### config.mk
export PLATFORM = sky130hd
export DESIGN_NAME = fetch_issue_unit_flat
export DESIGN_NICKNAME = d
export VERILOG_FILES = /design/src/rtl/asip_pkg.sv /design/src/rtl/fetch_issue_unit_if.sv /design/src/rtl/fetch_issue_unit_jump_resolve.sv /design/src/rtl/fetch_issue_unit.sv /design/src/flat_wrapper.sv
export SDC_FILE = /design/constraint.sdc
export NUM_CORES = 1
export LEC_CHECK = 0
export CELL_PAD_IN_SITES_DETAIL_PLACEMENT = 0
export CELL_PAD_IN_SITES_GLOBAL_PLACEMENT = 1
export CORE_ASPECT_RATIO = 1.5
export CORE_MARGIN = 1.5
export CORE_UTILIZATION = 27
export CTS_CLUSTER_DIAMETER = 100
export DETAILED_ROUTE_END_ITERATION = 8
export PLACE_DENSITY_LB_ADDON = 0.12
export REMOVE_ABC_BUFFERS = 1
export SETUP_SLACK_MARGIN = 0.5
export SLEW_MARGIN = 25
export SYNTH_ARGS = -nofsm -noshare
export SYNTH_HDL_FRONTEND = slang
export SYNTH_HIERARCHICAL = 1
export SYNTH_SLANG_ARGS = --single-unit
### constraint.sdc
create_clock -name clk -period 1.4 [get_ports clk]
set_input_delay 0.28 -clock clk [delete_from_list [all_inputs] [get_ports clk]]
set_output_delay 0.28 -clock clk [all_outputs]
set_load 0.02 [all_outputs]
### src/rtl/asip_pkg.sv
`default_nettype none
// ============================================================================
// Package     : asip_pkg
// Description : Shared encodings for the vector ASIP front end. Contains the
//               op/inst opcode values, jump-condition (jmpF) codes, the
//               instruction-register field positions and the fetch/issue
//               state type.
// Ports       : none (package)
// Revision    : 1.0 - initial release
// ============================================================================
package asip_pkg;

  // Instruction-register field positions
  localparam int OP_MSB    = 31;  // op    = IR[31:30]
  localparam int INST_MSB  = 29;  // inst  = IR[29:28]
  localparam int FLAGV_BIT = 27;  // flagV = IR[27]

  // op field
  localparam logic [1:0] OP_CTRL = 2'b00;  // memory / control
  localparam logic [1:0] OP_JUMP = 2'b01;  // branches
  localparam logic [1:0] OP_ALU  = 2'b10;  // arithmetic / compare
  localparam logic [1:0] OP_RSVD = 2'b11;

  // inst field, op == OP_CTRL
  localparam logic [1:0] INST_STR  = 2'b00;
  localparam logic [1:0] INST_LDR  = 2'b01;
  localparam logic [1:0] INST_NOP  = 2'b10;
  localparam logic [1:0] INST_HALT = 2'b11;

  // inst field, op == OP_JUMP
  localparam logic [1:0] INST_JMP  = 2'b00;
  localparam logic [1:0] INST_JEQ  = 2'b01;
  localparam logic [1:0] INST_JLT  = 2'b10;
  localparam logic [1:0] INST_JNV  = 2'b11;

  // inst field, op == OP_ALU
  localparam logic [1:0] INST_ADD  = 2'b00;
  localparam logic [1:0] INST_SUB  = 2'b01;
  localparam logic [1:0] INST_MUL  = 2'b10;
  localparam logic [1:0] INST_CMP  = 2'b11;

  // Jump condition codes driven by the control unit
  localparam logic [1:0] JF_ALWAYS = 2'b00;
  localparam logic [1:0] JF_EQ     = 2'b01;
  localparam logic [1:0] JF_LT     = 2'b10;
  localparam logic [1:0] JF_NEVER  = 2'b11;

  typedef enum logic [1:0] {
    S_IDLE  = 2'd0,
    S_FETCH = 2'd1,
    S_ISSUE = 2'd2,
    S_HALT  = 2'd3
  } fis_state_t;

endpackage
`default_nettype wire

### src/rtl/fetch_issue_unit_if.sv
`default_nettype none
// ============================================================================
// Interface   : fetch_issue_unit_if
// Description : Bundles the instruction-memory handshake, the issue bus to
//               the control unit/datapath and the jump/compare feedback from
//               the control unit and ALU.
//   master (fetch unit): drives imem_req, imem_addr, op, inst, flagV, instr,
//                        issue_valid; receives imem_rdata, imem_valid, stall,
//                        jmpSel, jmpF, CondEn, alu_eq, alu_lt.
//   slave  (environment): the mirror image.
// Revision    : 1.0 - initial release
// ============================================================================
interface fetch_issue_unit_if #(
  parameter int INSTR_W = 32,
  parameter int PC_W    = 16
);
  logic               imem_req;
  logic [PC_W-1:0]    imem_addr;
  logic [INSTR_W-1:0] imem_rdata;
  logic               imem_valid;
  logic               stall;
  logic [1:0]         op;
  logic [1:0]         inst;
  logic               flagV;
  logic [INSTR_W-1:0] instr;
  logic               issue_valid;
  logic               jmpSel;
  logic [1:0]         jmpF;
  logic               CondEn;
  logic               alu_eq;
  logic               alu_lt;

  modport master (
    output imem_req, imem_addr, op, inst, flagV, instr, issue_valid,
    input  imem_rdata, imem_valid, stall, jmpSel, jmpF, CondEn, alu_eq, alu_lt
  );

  modport slave (
    input  imem_req, imem_addr, op, inst, flagV, instr, issue_valid,
    output imem_rdata, imem_valid, stall, jmpSel, jmpF, CondEn, alu_eq, alu_lt
  );
endinterface
`default_nettype wire

### src/rtl/fetch_issue_unit_jump_resolve.sv
`default_nettype none
// ============================================================================
// Module      : jump_resolve
// Description : Combinational next-PC selection for the issuing instruction.
//   jmpSel, jmpF    : jump request and condition from the control unit
//   flag_eq/flag_lt : latched compare flags (values before any update)
//   pc, target      : current PC and absolute jump target
//   next_pc         : target when taken, otherwise pc+1 (wraps)
//   taken           : jump is taken this cycle
// Revision    : 1.0 - initial release
// ============================================================================
module jump_resolve
  import asip_pkg::*;
#(
  parameter int PC_W = 16
) (
  input  logic            jmpSel,
  input  logic [1:0]      jmpF,
  input  logic            flag_eq,
  input  logic            flag_lt,
  input  logic [PC_W-1:0] pc,
  input  logic [PC_W-1:0] target,
  output logic [PC_W-1:0] next_pc,
  output logic            taken
);

  localparam logic [PC_W-1:0] C_ONE = {{(PC_W-1){1'b0}}, 1'b1};

  logic w_cond;

  always_comb begin
    w_cond = 1'b0;
    case (jmpF)
      JF_ALWAYS: w_cond = 1'b1;
      JF_EQ:     w_cond = flag_eq;
      JF_LT:     w_cond = flag_lt;
      default:   w_cond = 1'b0;  // JF_NEVER
    endcase
  end

  assign taken   = jmpSel & w_cond;
  assign next_pc = taken ? target : pc + C_ONE;

endmodule
`default_nettype wire

### src/rtl/fetch_issue_unit.sv
`default_nettype none
// ============================================================================
// Module      : fetch_issue_unit
// Description : Instruction fetch/issue front end of the vector ASIP. Owns the
//               PC, fetches over a req/valid handshake, issues op/inst/flagV/
//               instr, resolves jumps and holds the compare flags.
//   clk, rst (sync, active-low), start : control
//   bus    : fetch_issue_unit_if.master (imem handshake, issue bus,
//            control-unit jump/compare feedback)
//   pc     : current program counter
//   halted : HALT state reached (sticky until reset)
//   jmp_count : saturating taken-jump counter, present only when the
//               JMP_COUNT_EN macro is defined
// Revision    : 1.0 - initial release
// ============================================================================
module fetch_issue_unit
  import asip_pkg::*;
#(
  parameter int INSTR_W = 32,
  parameter int PC_W    = 16
) (
  input  logic                clk,
  input  logic                rst,
  input  logic                start,
  fetch_issue_unit_if.master  bus,
  output logic [PC_W-1:0]     pc,
  output logic                halted
`ifdef JMP_COUNT_EN
  ,
  output logic [15:0]         jmp_count
`endif
);

  fis_state_t         r_state, w_state_nxt;
  logic [PC_W-1:0]    r_pc, w_pc_nxt;
  logic [INSTR_W-1:0] r_ir, w_ir_nxt;
  logic               r_flag_eq, w_flag_eq_nxt;
  logic               r_flag_lt, w_flag_lt_nxt;

  logic               w_req;
  logic               w_issue_valid;
  logic               w_halted;
  logic               w_is_halt;
  logic               w_resolve;
  logic               w_taken;
  logic [PC_W-1:0]    w_jr_pc;

  jump_resolve #(
    .PC_W (PC_W)
  ) u_jump_resolve (
    .jmpSel  (bus.jmpSel),
    .jmpF    (bus.jmpF),
    .flag_eq (r_flag_eq),
    .flag_lt (r_flag_lt),
    .pc      (r_pc),
    .target  (r_ir[PC_W-1:0]),
    .next_pc (w_jr_pc),
    .taken   (w_taken)
  );

  assign w_is_halt = (r_ir[OP_MSB -: 2] == OP_CTRL) && (r_ir[INST_MSB -: 2] == INST_HALT);
  // An instruction resolves on the single ISSUE cycle without stall
  assign w_resolve = (r_state == S_ISSUE) && !bus.stall;

  always_ff @(posedge clk) begin
    if (!rst) begin
      r_state   <= S_IDLE;
      r_pc      <= '0;
      r_ir      <= '0;
      r_flag_eq <= 1'b0;
      r_flag_lt <= 1'b0;
    end else begin
      r_state   <= w_state_nxt;
      r_pc      <= w_pc_nxt;
      r_ir      <= w_ir_nxt;
      r_flag_eq <= w_flag_eq_nxt;
      r_flag_lt <= w_flag_lt_nxt;
    end
  end

  always_comb begin
    w_state_nxt   = r_state;
    w_pc_nxt      = r_pc;
    w_ir_nxt      = r_ir;
    w_flag_eq_nxt = r_flag_eq;
    w_flag_lt_nxt = r_flag_lt;
    w_req         = 1'b0;
    w_issue_valid = 1'b0;
    w_halted      = 1'b0;

    case (r_state)
      S_IDLE: begin
        if (start) w_state_nxt = S_FETCH;
      end

      S_FETCH: begin
        w_req = 1'b1;
        if (bus.imem_valid) begin
          w_ir_nxt    = bus.imem_rdata;
          w_state_nxt = S_ISSUE;
        end
      end

      S_ISSUE: begin
        w_issue_valid = 1'b1;
        if (!bus.stall) begin
          // Flags update after resolution: jump_resolve sees the old values
          if (bus.CondEn) begin
            w_flag_eq_nxt = bus.alu_eq;
            w_flag_lt_nxt = bus.alu_lt;
          end
          if (w_is_halt) begin
            w_state_nxt = S_HALT;  // pc stays on the HALT address
          end else begin
            w_pc_nxt    = w_jr_pc;
            w_state_nxt = S_FETCH;
          end
        end
      end

      S_HALT: begin
        w_halted = 1'b1;
      end

      default: begin
        w_state_nxt = S_IDLE;
      end
    endcase
  end

  assign bus.imem_req    = w_req;
  assign bus.imem_addr   = r_pc;
  assign bus.issue_valid = w_issue_valid;
  assign bus.op          = r_ir[OP_MSB -: 2];
  assign bus.inst        = r_ir[INST_MSB -: 2];
  assign bus.flagV       = r_ir[FLAGV_BIT];
  assign bus.instr       = r_ir;
  assign pc              = r_pc;
  assign halted          = w_halted;

`ifdef JMP_COUNT_EN
  logic [15:0] r_jmp_count;

  always_ff @(posedge clk) begin
    if (!rst) begin
      r_jmp_count <= '0;
    end else if (w_resolve && w_taken && (r_jmp_count != 16'hFFFF)) begin
      r_jmp_count <= r_jmp_count + 16'd1;
    end
  end

  assign jmp_count = r_jmp_count;
`endif

endmodule
`default_nettype wire

### src/flat_wrapper.sv
// flat-port wrapper written by rule: the top's interface ports become plain ports
module fetch_issue_unit_flat import asip_pkg::*;
#(
  parameter int INSTR_W = 32,
  parameter int PC_W    = 16
)
  (clk, rst, start, pc, halted, bus_imem_req, bus_imem_addr, bus_op, bus_inst, bus_flagV, bus_instr, bus_issue_valid, bus_imem_rdata, bus_imem_valid, bus_stall, bus_jmpSel, bus_jmpF, bus_CondEn, bus_alu_eq, bus_alu_lt);
  fetch_issue_unit_if #(.INSTR_W(INSTR_W), .PC_W(PC_W)) bus_i ();
  input  logic clk;
  input  logic rst;
  input  logic start;
  output logic [PC_W-1:0] pc;
  output logic halted;
  output wire logic [$bits(bus_i.imem_req)-1:0] bus_imem_req;
  output wire logic [$bits(bus_i.imem_addr)-1:0] bus_imem_addr;
  output wire logic [$bits(bus_i.op)-1:0] bus_op;
  output wire logic [$bits(bus_i.inst)-1:0] bus_inst;
  output wire logic [$bits(bus_i.flagV)-1:0] bus_flagV;
  output wire logic [$bits(bus_i.instr)-1:0] bus_instr;
  output wire logic [$bits(bus_i.issue_valid)-1:0] bus_issue_valid;
  input wire logic [$bits(bus_i.imem_rdata)-1:0] bus_imem_rdata;
  input wire logic [$bits(bus_i.imem_valid)-1:0] bus_imem_valid;
  input wire logic [$bits(bus_i.stall)-1:0] bus_stall;
  input wire logic [$bits(bus_i.jmpSel)-1:0] bus_jmpSel;
  input wire logic [$bits(bus_i.jmpF)-1:0] bus_jmpF;
  input wire logic [$bits(bus_i.CondEn)-1:0] bus_CondEn;
  input wire logic [$bits(bus_i.alu_eq)-1:0] bus_alu_eq;
  input wire logic [$bits(bus_i.alu_lt)-1:0] bus_alu_lt;
  assign bus_imem_req = bus_i.imem_req;
  assign bus_imem_addr = bus_i.imem_addr;
  assign bus_op = bus_i.op;
  assign bus_inst = bus_i.inst;
  assign bus_flagV = bus_i.flagV;
  assign bus_instr = bus_i.instr;
  assign bus_issue_valid = bus_i.issue_valid;
  assign bus_i.imem_rdata = bus_imem_rdata;
  assign bus_i.imem_valid = bus_imem_valid;
  assign bus_i.stall = bus_stall;
  assign bus_i.jmpSel = bus_jmpSel;
  assign bus_i.jmpF = bus_jmpF;
  assign bus_i.CondEn = bus_CondEn;
  assign bus_i.alu_eq = bus_alu_eq;
  assign bus_i.alu_lt = bus_alu_lt;
  fetch_issue_unit #(.INSTR_W(INSTR_W), .PC_W(PC_W)) u_core (.clk(clk), .rst(rst), .start(start), .bus(bus_i), .pc(pc), .halted(halted));
endmodule
==> results.md, run 1 <==
- Slew HR: 0.800
- Initial DRC count: 149
- PwrDens: 1110 nW/um^2
- Pins Over Slew Limit: 0
- CTS max path bufs: 2
- Crit path from: u_core/bus.imem_addr[8]
- Via-to-Cell Ratio: 4.77
- Iteration count of the initial detailed-routing pass: 6
- Post-synthesis sequential area ratio: 0.392
- Internal reg-to-reg setup slack: -0.06 ns
- Syn Area/Cell: 7.67 sq um
- Antenna-violating nets left: 0
- Cells after synthesis: 346
- Die area: 10400 sq um
- Hold Path Stages: 2
- DPL Wire Length: 5.83 mm
- Failing checks: setup timing
- Final period utilization: 1.04
- Slew @ Worst Pin: 0.299 ns
- CP startpoint kind: register
- CTS tree: done
- Yosys reg bits: 52
- Crit path time final: 1.46 ns
- FILL cells: 883
- Max FO, Critical Path: 7
- Syn. warnings: 6
- Share of cells above drive strength 1: 0.607
- Die X: 83.9 um
- Reg2Reg Depth: 7
- Worst hold-check path type: register to register
- Outcome: finished with violations
- Worst flop-to-flop path startpoint: u_core/bus.imem_addr[8]
- Synth-to-layout area growth: 109%
- Final WS setup: -0.0585 ns
- # port buffers: 114
- Ports: 115
- RSZ-0062 raised after global routing: true
- Via count: 3040
- Worst Setup End Kind: register
- Nets@finish: 570
- TNS Setup: -0.145 ns
- Clock Sinks: 52
- Reg clk slew, reported paths: 0.07 ns
- Clock Latency Late Sink: 0.30 ns
- CP Class: register to register
- Number of diodes: 0
- Hold worst-path end: u_core/bus.instr[16]
- Synth cell types: 35
- Cell Area, Synth: 2650 sq um
- Count of final hold-check violations: 0
- Largest vdd supply drop: 0.716 mV
- Largest net degree at the start of global routing: 30
- Pre-CTS setup slack: -0.384 ns
- GPL Wtd Cong: 0.781
- CTS HTree Levels: 2
- TritonCTS Buffers: 5
- FMAX: 686 MHz
- Vias in the first global route: 3009
- CP Data Arrival Time: 1.69 ns
- Initial antenna violation count: 0
- GRT Total Usage: 0.188
- Detailed-route wire length: 9.78 mm
- Clock Skew: 0.00502 ns
- Max-cap violation count: 0
- Die span in y: 124 um
- Overflow left after global routing: 0
- First-pass GRT wire length: 15.4 mm
- DRC viols: 0
- Root Buffer: clkbuf_16
- Core region area: 9630 sq um
- Min-delay src: u_core/bus.instr[16]
- LEAKAGE: 0.00225 uW
- DR WL/cell: 15.4 um
- Crit path required time: 1.63 ns
- Critical R2R Capture: u_core/bus.imem_addr[14]
- Final setup vio count: 6
- Initial Util: 0.275
- Cell Rows: 44
cell type report:
type / instances / area [sq um] / share of cell area
clock buffer: 6 / 139 / 0.0250
clock inverter: 2 / 15.0 / 0.00270
inverter: 6 / 27.5 / 0.00495
multi-input combinational: 246 / 1770 / 0.318
sequential: 52 / 1140 / 0.206
tap: 115 / 144 / 0.0259
timing repair buffer: 210 / 2320 / 0.417
worst max-delay path by stage:
| stage | slack [ns] | depth (start not counted) | to |
|---|---|---|---|
| after CTS | -0.05 | 7 | u_core/bus.imem_addr[14] |
| after floorplan | -0.78 | 5 | u_core/bus.imem_addr[1] |
| after global placement | -0.33 | 8 | u_core/bus.imem_addr[10] |
| final | -0.06 | 7 | u_core/bus.imem_addr[14] |
| after detailed placement | -0.38 | 8 | u_core/bus.imem_addr[3] |
| after global routing | -0.15 | 7 | u_core/bus.imem_addr[14] |
through the flow:
stage | power [uW] | cells | cell area [sq um] | hold slack (ns) | util
after floorplan | 2640 | 304 | 2400 | 0.416 | -
after global placement | 3640 | 583 | 4130 | 0.442 | 0.428
after detailed placement | 3650 | 583 | 4130 | 0.449 | 0.428
after CTS | 6070 | 626 | 5220 | 0.463 | 0.541
after global routing | 6500 | 637 | 5560 | 0.473 | 0.577
final | 6180 | 637 | 5560 | 0.461 | 0.577
logic make-up (layout without fill, tap and decap cells):
group | count (synthesis) | in the layout | share of synthesized area
AOI/OAI and AO/OA | 86 | 86 | 0.176
xor gates and xnor gates | 14 | 14 | 0.0462
and+or+nand+nor | 139 | 139 | 0.249
muxes | 1 | 1 | 0.00424
buffers and inverters | 48 | 224 | 0.104
adders and majority gates | 6 | 6 | 0.0283
DFF | 52 | 52 | 0.392
worst max-delay path, cell delays in order (launching register included):
cell     delay (ns)
dfxtp_4        0.38
nand4_4        0.21
buf_4          0.21
nor4_4         0.14
xnor2_1        0.12
o21ai_2        0.12
nand3_1        0.08
a21oi_1        0.12
registers in the layout (all words and copies together), names as in the netlist:
register	flops
u_core/r_flag_lt	1
u_core/bus.imem_addr	16
u_core/r_flag_eq	1
u_core/r_state	2
u_core/bus.instr	32
cell usage after synthesis (all sizes together):
cell      n  area share
a41oi     2      0.0066
inv       5      0.0071
and2      1      0.0024
nand4bb   1      0.0042
a311oi    1      0.0057
nand3b    2      0.0057
a21oi    50       0.094
a211oi    1      0.0047
nor2      3      0.0042
ha        6       0.028
or3       1      0.0042
nor2b     2      0.0047
dfxtp    52        0.39
nor4      4       0.012
nor3      4      0.0075
o21ai    32       0.065
clkbuf   14       0.021
nand3    24       0.045
xor2      2      0.0066
xnor2    12       0.040
nand2b    4      0.0094
nand2    87        0.12
mux2      1      0.0042
nand4     4       0.017
and4      1      0.0042
clkinv    1      0.0014
and4bb    1      0.0047
buf      28       0.075
placed cells by master, fill, tap and decap left out, drive strengths merged, types with 3 or more instances in the layout:
master and instances:
a21oi 50, buf 168, clkbuf 6, clkdlybuf4s50 39, dfxtp 52, dlygate4sd2 3, ha 6, inv 6
nand2 87, nand2b 4, nand3 24, nand4 4, nor2 3, nor3 4, nor4 4, o21ai 32
xnor2 12
where the power goes:
group | internal (uW) | leakage, uW | switching [uW]
Clock | 713 | 0.0000691 | 605
Sequential | 1650 | 0.000450 | 159
Combinational | 1720 | 0.00174 | 1330
routing by layer:
metal	track usage	vias up	part of all wire
met5	0	-	0
met4	0.0665	0	0.017
met3	0.0331	8	0.040
met2	0.359	76	0.56
met1	0.203	1447	0.38
li1	-	1509	-
what timing repair did:
action	in CTS	in global routing
hold buffers	0	0
gates resized for setup	574	85
endpoints found under the setup margin	124	124
gates cloned	8	0
buffers inserted	27	11
pin swaps	38	29
Note: power is estimated with default switching activity, not from simulation.
==> run 2, diff against run 1 <==
--- a/config.mk
+++ b/config.mk
@@ -16,4 +16,5 @@
 export REMOVE_ABC_BUFFERS = 1
 export SETUP_SLACK_MARGIN = 0.5
+export SKIP_LAST_GASP = 1
 export SLEW_MARGIN = 25
 export SYNTH_ARGS = -nofsm -noshare
==> constraint.sdc (replaced) <==
create_clock -name clk -period 1.4 [get_ports clk]
set_input_delay 0.14 -clock clk [delete_from_list [all_inputs] [get_ports clk]]
set_output_delay 0.14 -clock clk [all_outputs]
set_load 0.02 [all_outputs]
==> run 2 against run 1 <==
Effect of this change: the flow still finishes with violations (setup timing); via count is 0.36% higher; die area stayed put; clock power increased by 8%; sequential power barely moved; worst hold slack lost 0.074 ns; design area rose by 0.34%; clock skew rose by 0.00059 ns; setup slack improved by 0.0034 ns; combinational power hardly changed; register-to-register slack hardly changed; cell count decreased by 0.31%; fmax increased by 0.23%; critical path type unchanged; critical endpoint is now u_core/r_state[1].
==> results.md, run 2 (synthesis results as in run 1) <==
- Outcome: finished with violations
- Failing checks: setup timing
- Bufs and invs on worst path: 1 (unchanged)
- Worst hold-check path type: primary input to register
- CTS HTree Levels: 2 (unchanged)
- CP top delay family: simple AND/OR/NAND/NOR gates
- Internal reg-to-reg setup slack: -0.06 ns (about the same)
- Crit path from: u_core/r_state[1]
- Worst flop-to-flop path startpoint: u_core/r_state[1]
- Initial Util: 0.275 (unchanged)
- Hold Slack: 0.387 ns (-0.0738 ns)
- Initial DRC count: 89 (-40%)
- FILL cells: 886 (+0.34%)
- CP Data Arrival Time: 1.66 ns (-0.03 ns)
- Worst Setup End Kind: register
- Slew @ Worst Pin: 0.380 ns (+0.0811 ns)
- PwrDens: 1130 nW/um^2 (+1.2%)
- Dpl cells: 577 (-1.0%)
- Iteration count of the initial detailed-routing pass: 4 (-2)
- Final period utilization: 1.04 (-0.00244)
- Register cell area after layout: 1130 sq um (-0.88%)
- Crit path required time: 1.60 ns (-0.03 ns)
- Pins Over Slew Limit: 0 (unchanged)
- Largest vdd supply drop: 0.744 mV (+3.9%)
- # port buffers: 114 (unchanged)
- Max reg flops: 32 (unchanged)
- CP Class: register to register
- CTS tree: done
- Critical-path cell list: inv_4, ha_4, or3_4, and4_4, a311oi_2
- Final WS setup: -0.0551 ns (+0.00342 ns)
- Reg2Reg Depth: 5 (-2)
- Largest net degree at the start of global routing: 26 (-13%)
- Die X: 83.9 um (unchanged)
- Most frequent cells in the layout: buf_6, buf_4, nand2_1, clkdlybuf4s50_1, dfxtp_2
- Critical R2R Capture: u_core/r_state[1]
- Hold buffer count at cts: 0 (unchanged)
- Util after Layout: 0.579 (+0.00195)
- Count of final hold-check violations: 0 (unchanged)
- Root Buffer: clkbuf_16
- Via count: 3051 (+0.36%)
- LEAKAGE: 0.00227 uW (+0.63%)
- Nets@finish: 568 (-0.35%)
- Slew HR: 0.746 (-0.0537)
- Max FO, Critical Path: 4 (-3)
- Commonest non-fill, non-tap cell in the layout: buf_6
- DR WL/cell: 15.6 um (+1.6%)
- RSZ-0062 raised after global routing: true
- Clock Sinks: 52 (unchanged)
- Overflow left after global routing: 0 (unchanged)
- Worst path depth: 5 (-2)
- Via-to-Cell Ratio: 4.80 (+0.68%)
- Detailed-route wire length: 9.90 mm (+1.3%)
- Max stage delay cell, worst path: dfxtp_4
- Max incr delay on CP: 0.39 ns (about the same)
- Synth-to-layout area growth: 110%
- CTS max path bufs: 2 (unchanged)
- Setup crit end: u_core/r_state[1]
- Clock Latency Late Sink: 0.29 ns (about the same)
- Final setup vio count: 22 (+16)
- Max-cap violation count: 0 (unchanged)
- GRT Total Usage: 0.179 (-0.00925)
- Share of cells above drive strength 1: 0.635 (+0.0273)
- Number of diodes: 0 (unchanged)
- CP startpoint kind: register
- Layout Cells excl Fill: 635 (-0.31%)
- Vias in the first global route: 3007 (-0.066%)
- Pwr Total: 6280 uW (+1.5%)
- TritonCTS Buffers: 5 (unchanged)
- GPL Wtd Cong: 0.800 (+2.5%)
- DRC viols: 0 (unchanged)
- Ports: 115 (unchanged)
- FMAX: 687 MHz (+0.23%)
- Crit path time final: 1.46 ns (-0.00342 ns)
- Die span in y: 124 um (unchanged)
- Initial antenna violation count: 0 (unchanged)
- Placed cell area: 4090 sq um (-0.79%)
- Reg clk slew, reported paths: 0.07 ns (about the same)
- Clock Skew: 0.00561 ns (+0.000588 ns)
- DPL Wire Length: 5.91 mm (+1.4%)
- Cell Rows: 44 (unchanged)
- Core region area: 9630 sq um (unchanged)
- Area of the multi-input gates: 1870 sq um (+5.7%)
- First-pass GRT wire length: 15.0 mm (-2.5%)
- Die area: 10400 sq um (unchanged)
- Post-route cell area: 5570 sq um (+0.34%)
- Antenna-violating nets left: 0 (unchanged)
[run 2: cell count changes in the layout (fill, tap and decap cells not counted), moves of 12 or more]
cell and delta:
a21oi_1 -23, nand2_1 +12, buf_6 -13, buf_4 +13, a21oi_2 +23, nand2_2 -23
nand2_4 +12
[run 2: area by class of cell]
type / count / share of cell area
clock buffers: 6 / 0.0231
clock inverters: 2 / 0.00629
inverters: 6 / 0.00494
multi-input cells: 246 / 0.335
flip-flops and latches: 52 / 0.203
well taps: 115 / 0.0258
repair buffers: 208 / 0.401
[run 2: what timing repair did]
item,in CTS,in global routing
setup buffers,30,11
resized for setup,565,102
pin swaps,19,53
cloned,5,4
endpoints found under the setup margin,124,121
[run 2: per-stage QoR]
stage / setup WS (ns) / setup TNS [ns]
floorplan: -0.736 / -21.08
global placement: -0.229 / -4.29
detailed placement: -0.240 / -5.50
CTS: -0.0491 / -0.145
global route: -0.148 / -2.62
finish: -0.0551 / -0.454
[run 2: worst register-to-register path: stages, from the launching register on]
cell      delay [ns]
dfxtp_4         0.39
inv_4           0.06
ha_4            0.16
or3_4           0.39
and4_4          0.19
a311oi_2        0.18
[run 2: metal layers]
layer	vias to the layer above	global-route usage	share of wire
met5	-	0	0
met1	1454	0.196	0.39
met3	9	0.0325	0.042
li1	1503	-	-
met2	85	0.346	0.55
met4	0	0.0453	0.017
[run 2: power breakdown]
group          internal (uW)  total (uW)  switching [uW]
combinational           1680        3050            1380
sequential              1660        1810             147
clock                    843        1420             573
total                   4180        6280            2100
[run 2: worst min-delay path by stage]
stage                    startpoint                   end  slack (ns)  cells after the start
3_3_place_gp   u_core/bus.instr[16]  u_core/bus.instr[16]        0.44                      2
3_5_place_dp   u_core/bus.instr[16]  u_core/bus.instr[16]        0.45                      2
6_report          bus_imem_rdata[3]   u_core/bus.instr[3]        0.39                      3
5_1_grt          bus_imem_rdata[30]  u_core/bus.instr[30]        0.39                      3
4_1_cts          bus_imem_rdata[15]  u_core/bus.instr[15]        0.37                      3
2_1_floorplan    bus_imem_rdata[16]  u_core/bus.instr[16]        0.28                      2
==> run 3, diff against run 2 <==
CORE_MARGIN = unset   (was 1.5)
==> run 3 against run 2 <==
Effect of this change: the flow still finishes with violations (setup timing); critical path depth did not move; count of clock-buffer cells in the layout did not move; register-to-register slack barely moved; utilization rose by 1.3 points; fmax rose by 0.86%; design area fell by 0.16%; sequential share of layout area rose by 0.12 points; die area fell by 2.0%; critical endpoint unchanged; largest cell class unchanged; largest power group unchanged.
==> results.md, run 3 (synthesis results as in run 1) <==
- Outcome: finished with violations
- Failing checks: setup timing
- Vias in the first global route: 2994 (-0.43%)
- Slew HR: 0.775 (+0.0293)
- Most frequent cells in the layout: buf_6, nand2_1, buf_4, clkdlybuf4s50_1, dfxtp_2
- Final period utilization: 1.03 (-0.00887)
- DRC viols: 0 (unchanged)
- Internal reg-to-reg setup slack: -0.04 ns (about the same)
- First-pass GRT wire length: 15.2 mm (+1.2%)
- Final WS setup: -0.0427 ns (+0.0124 ns)
- Clock Latency Late Sink: 0.29 ns (about the same)
- Max stage delay cell, worst path: dfxtp_4
- Max reg flops: 32 (unchanged)
- Via count: 3026 (-0.82%)
- LEAKAGE: 0.00228 uW (+0.58%)
- Via-to-Cell Ratio: 4.83 (+0.45%)
- Initial antenna violation count: 0 (unchanged)
- Layout Cells excl Fill: 627 (-1.3%)
- Slew @ Worst Pin: 0.337 ns (-0.0434 ns)
- TritonCTS Buffers: 5 (unchanged)
- Bufs and invs on worst path: 1 (unchanged)
- Max incr delay on CP: 0.39 ns (about the same)
- Die X: 82.9 um (-1.2%)
- Clock Sinks: 52 (unchanged)
- Root Buffer: clkbuf_16
- Synth-to-layout area growth: 110%
- Cell Rows: 43 (-2.3%)
- Max-cap violation count: 0 (unchanged)
- Max FO, Critical Path: 4 (unchanged)
- Number of diodes: 0 (unchanged)
- DR WL/cell: 15.6 um (about the same)
- Ports: 115 (unchanged)
- Share of cells above drive strength 1: 0.598 (-0.0366)
- CTS tree: done
- Clock Skew: 0.00526 ns (-0.000351 ns)
- Hold buffer count at cts: 0 (unchanged)
- RSZ-0062 raised after global routing: true
- GRT Total Usage: 0.191 (+0.0118)
- Crit path time final: 1.44 ns (-0.0124 ns)
- Largest net degree at the start of global routing: 33 (+27%)
- CP Data Arrival Time: 1.65 ns (about the same)
- Die area: 10200 sq um (-2.0%)
- PwrDens: 1120 nW/um^2 (-0.52%)
- Reg clk slew, reported paths: 0.07 ns (about the same)
- Pins Over Slew Limit: 0 (unchanged)
- Overflow left after global routing: 0 (unchanged)
- Worst hold-check path type: primary input to register
- Die span in y: 123 um (-0.80%)
- # port buffers: 114 (unchanged)
- Critical-path cell list: inv_4, ha_4, or3_4, and4_4, a311oi_2
- GPL Wtd Cong: 0.734 (-8.3%)
- Core region area: 9420 sq um (-2.3%)
- Largest vdd supply drop: 0.691 mV (-7.2%)
- Worst Setup End Kind: register
- Antenna-violating nets left: 0 (unchanged)
- CTS max path bufs: 2 (unchanged)
- Crit path required time: 1.61 ns (about the same)
- Iteration count of the initial detailed-routing pass: 6 (+2)
- Hold Slack: 0.383 ns (-0.00415 ns)
- Initial DRC count: 135 (+52%)
- Count of final hold-check violations: 0 (unchanged)
- CP Class: register to register
- Nets@finish: 564 (-0.70%)
- Initial Util: 0.282 (+0.00640)
- DPL Wire Length: 5.71 mm (-3.5%)
- Commonest non-fill, non-tap cell in the layout: buf_6
- FMAX: 693 MHz (+0.86%)
- CP startpoint kind: register
- CTS HTree Levels: 2 (unchanged)
- Dpl cells: 566 (-1.9%)
- Detailed-route wire length: 9.77 mm (-1.4%)
- Final setup vio count: 21 (-4.5%)
- CP top delay family: simple AND/OR/NAND/NOR gates
==> run 3: final cells by class <==
type | count | area (sq um)
multi-input combinational | 246 | 1820
inverter | 6 | 27.5
sequential | 52 | 1140
clock inverter | 1 | 5.00
tap | 112 | 140
timing repair buffer | 204 | 2310
fill | 836 | 3850
clock buffer | 6 | 129
==> run 3: metal layers <==
layer  up-vias  wire length [um]  share of wire  GRT usage
met3        13               385          0.039     0.0307
met5         -                 0              0          0
met2        82              5480           0.56      0.382
met4         0               199          0.020     0.0679
li1       1500                 -              -          -
met1      1431              3700           0.38      0.198
==> run 3: worst paths after layout <==
kind | from | end | depth (start not counted)
max | u_core/r_state[0] | u_core/r_state[1] | 5
min | bus_imem_rdata[14] | u_core/bus.instr[14] | 3
max reg2reg | u_core/r_state[0] | u_core/r_state[1] | 5
min reg2reg | u_core/bus.instr[20] | u_core/bus.instr[20] | 2
==> run 3: power by group <==
group | switching [uW] | total, uW | internal, uW
Clock | 556 | 1210 | 652
Sequential | 163 | 1820 | 1660
Combinational | 1410 | 3200 | 1800
==> run 3: repair_timing <==
item,CTS,global route
buffers inserted,35,10
endpoints found under the hold margin,0,0
pin swaps,44,40
resized for setup,575,73
setup endpoints to repair,124,120
cloned,9,0
==> run 3: per-stage QoR <==
step | cell area (sq um) | TNS (ns) | utilization | setup slack [ns] | power [uW]
after floorplan | 2400 | -21.08 | - | -0.736 | 2640
after global placement | 4040 | -3.58 | 0.429 | -0.169 | 3640
after detailed placement | 4040 | -4.53 | 0.429 | -0.169 | 3650
after CTS | 5240 | -0.206 | 0.556 | -0.0419 | 6070
after global routing | 5570 | -1.80 | 0.591 | -0.120 | 6530
final | 5570 | -0.232 | 0.591 | -0.0427 | 6230
==> run 3: worst register-to-register path: cells and delay by family, from the launching register on <==
family | cells | cell delay [ns]
AO/OA/AOI/OAI | 1 | 0.17
adder cells (fa/ha/maj) | 1 | 0.16
buffers and inverters | 1 | 0.06
flip-flops | 1 | 0.39
AND/OR/NAND/NOR | 2 | 0.58
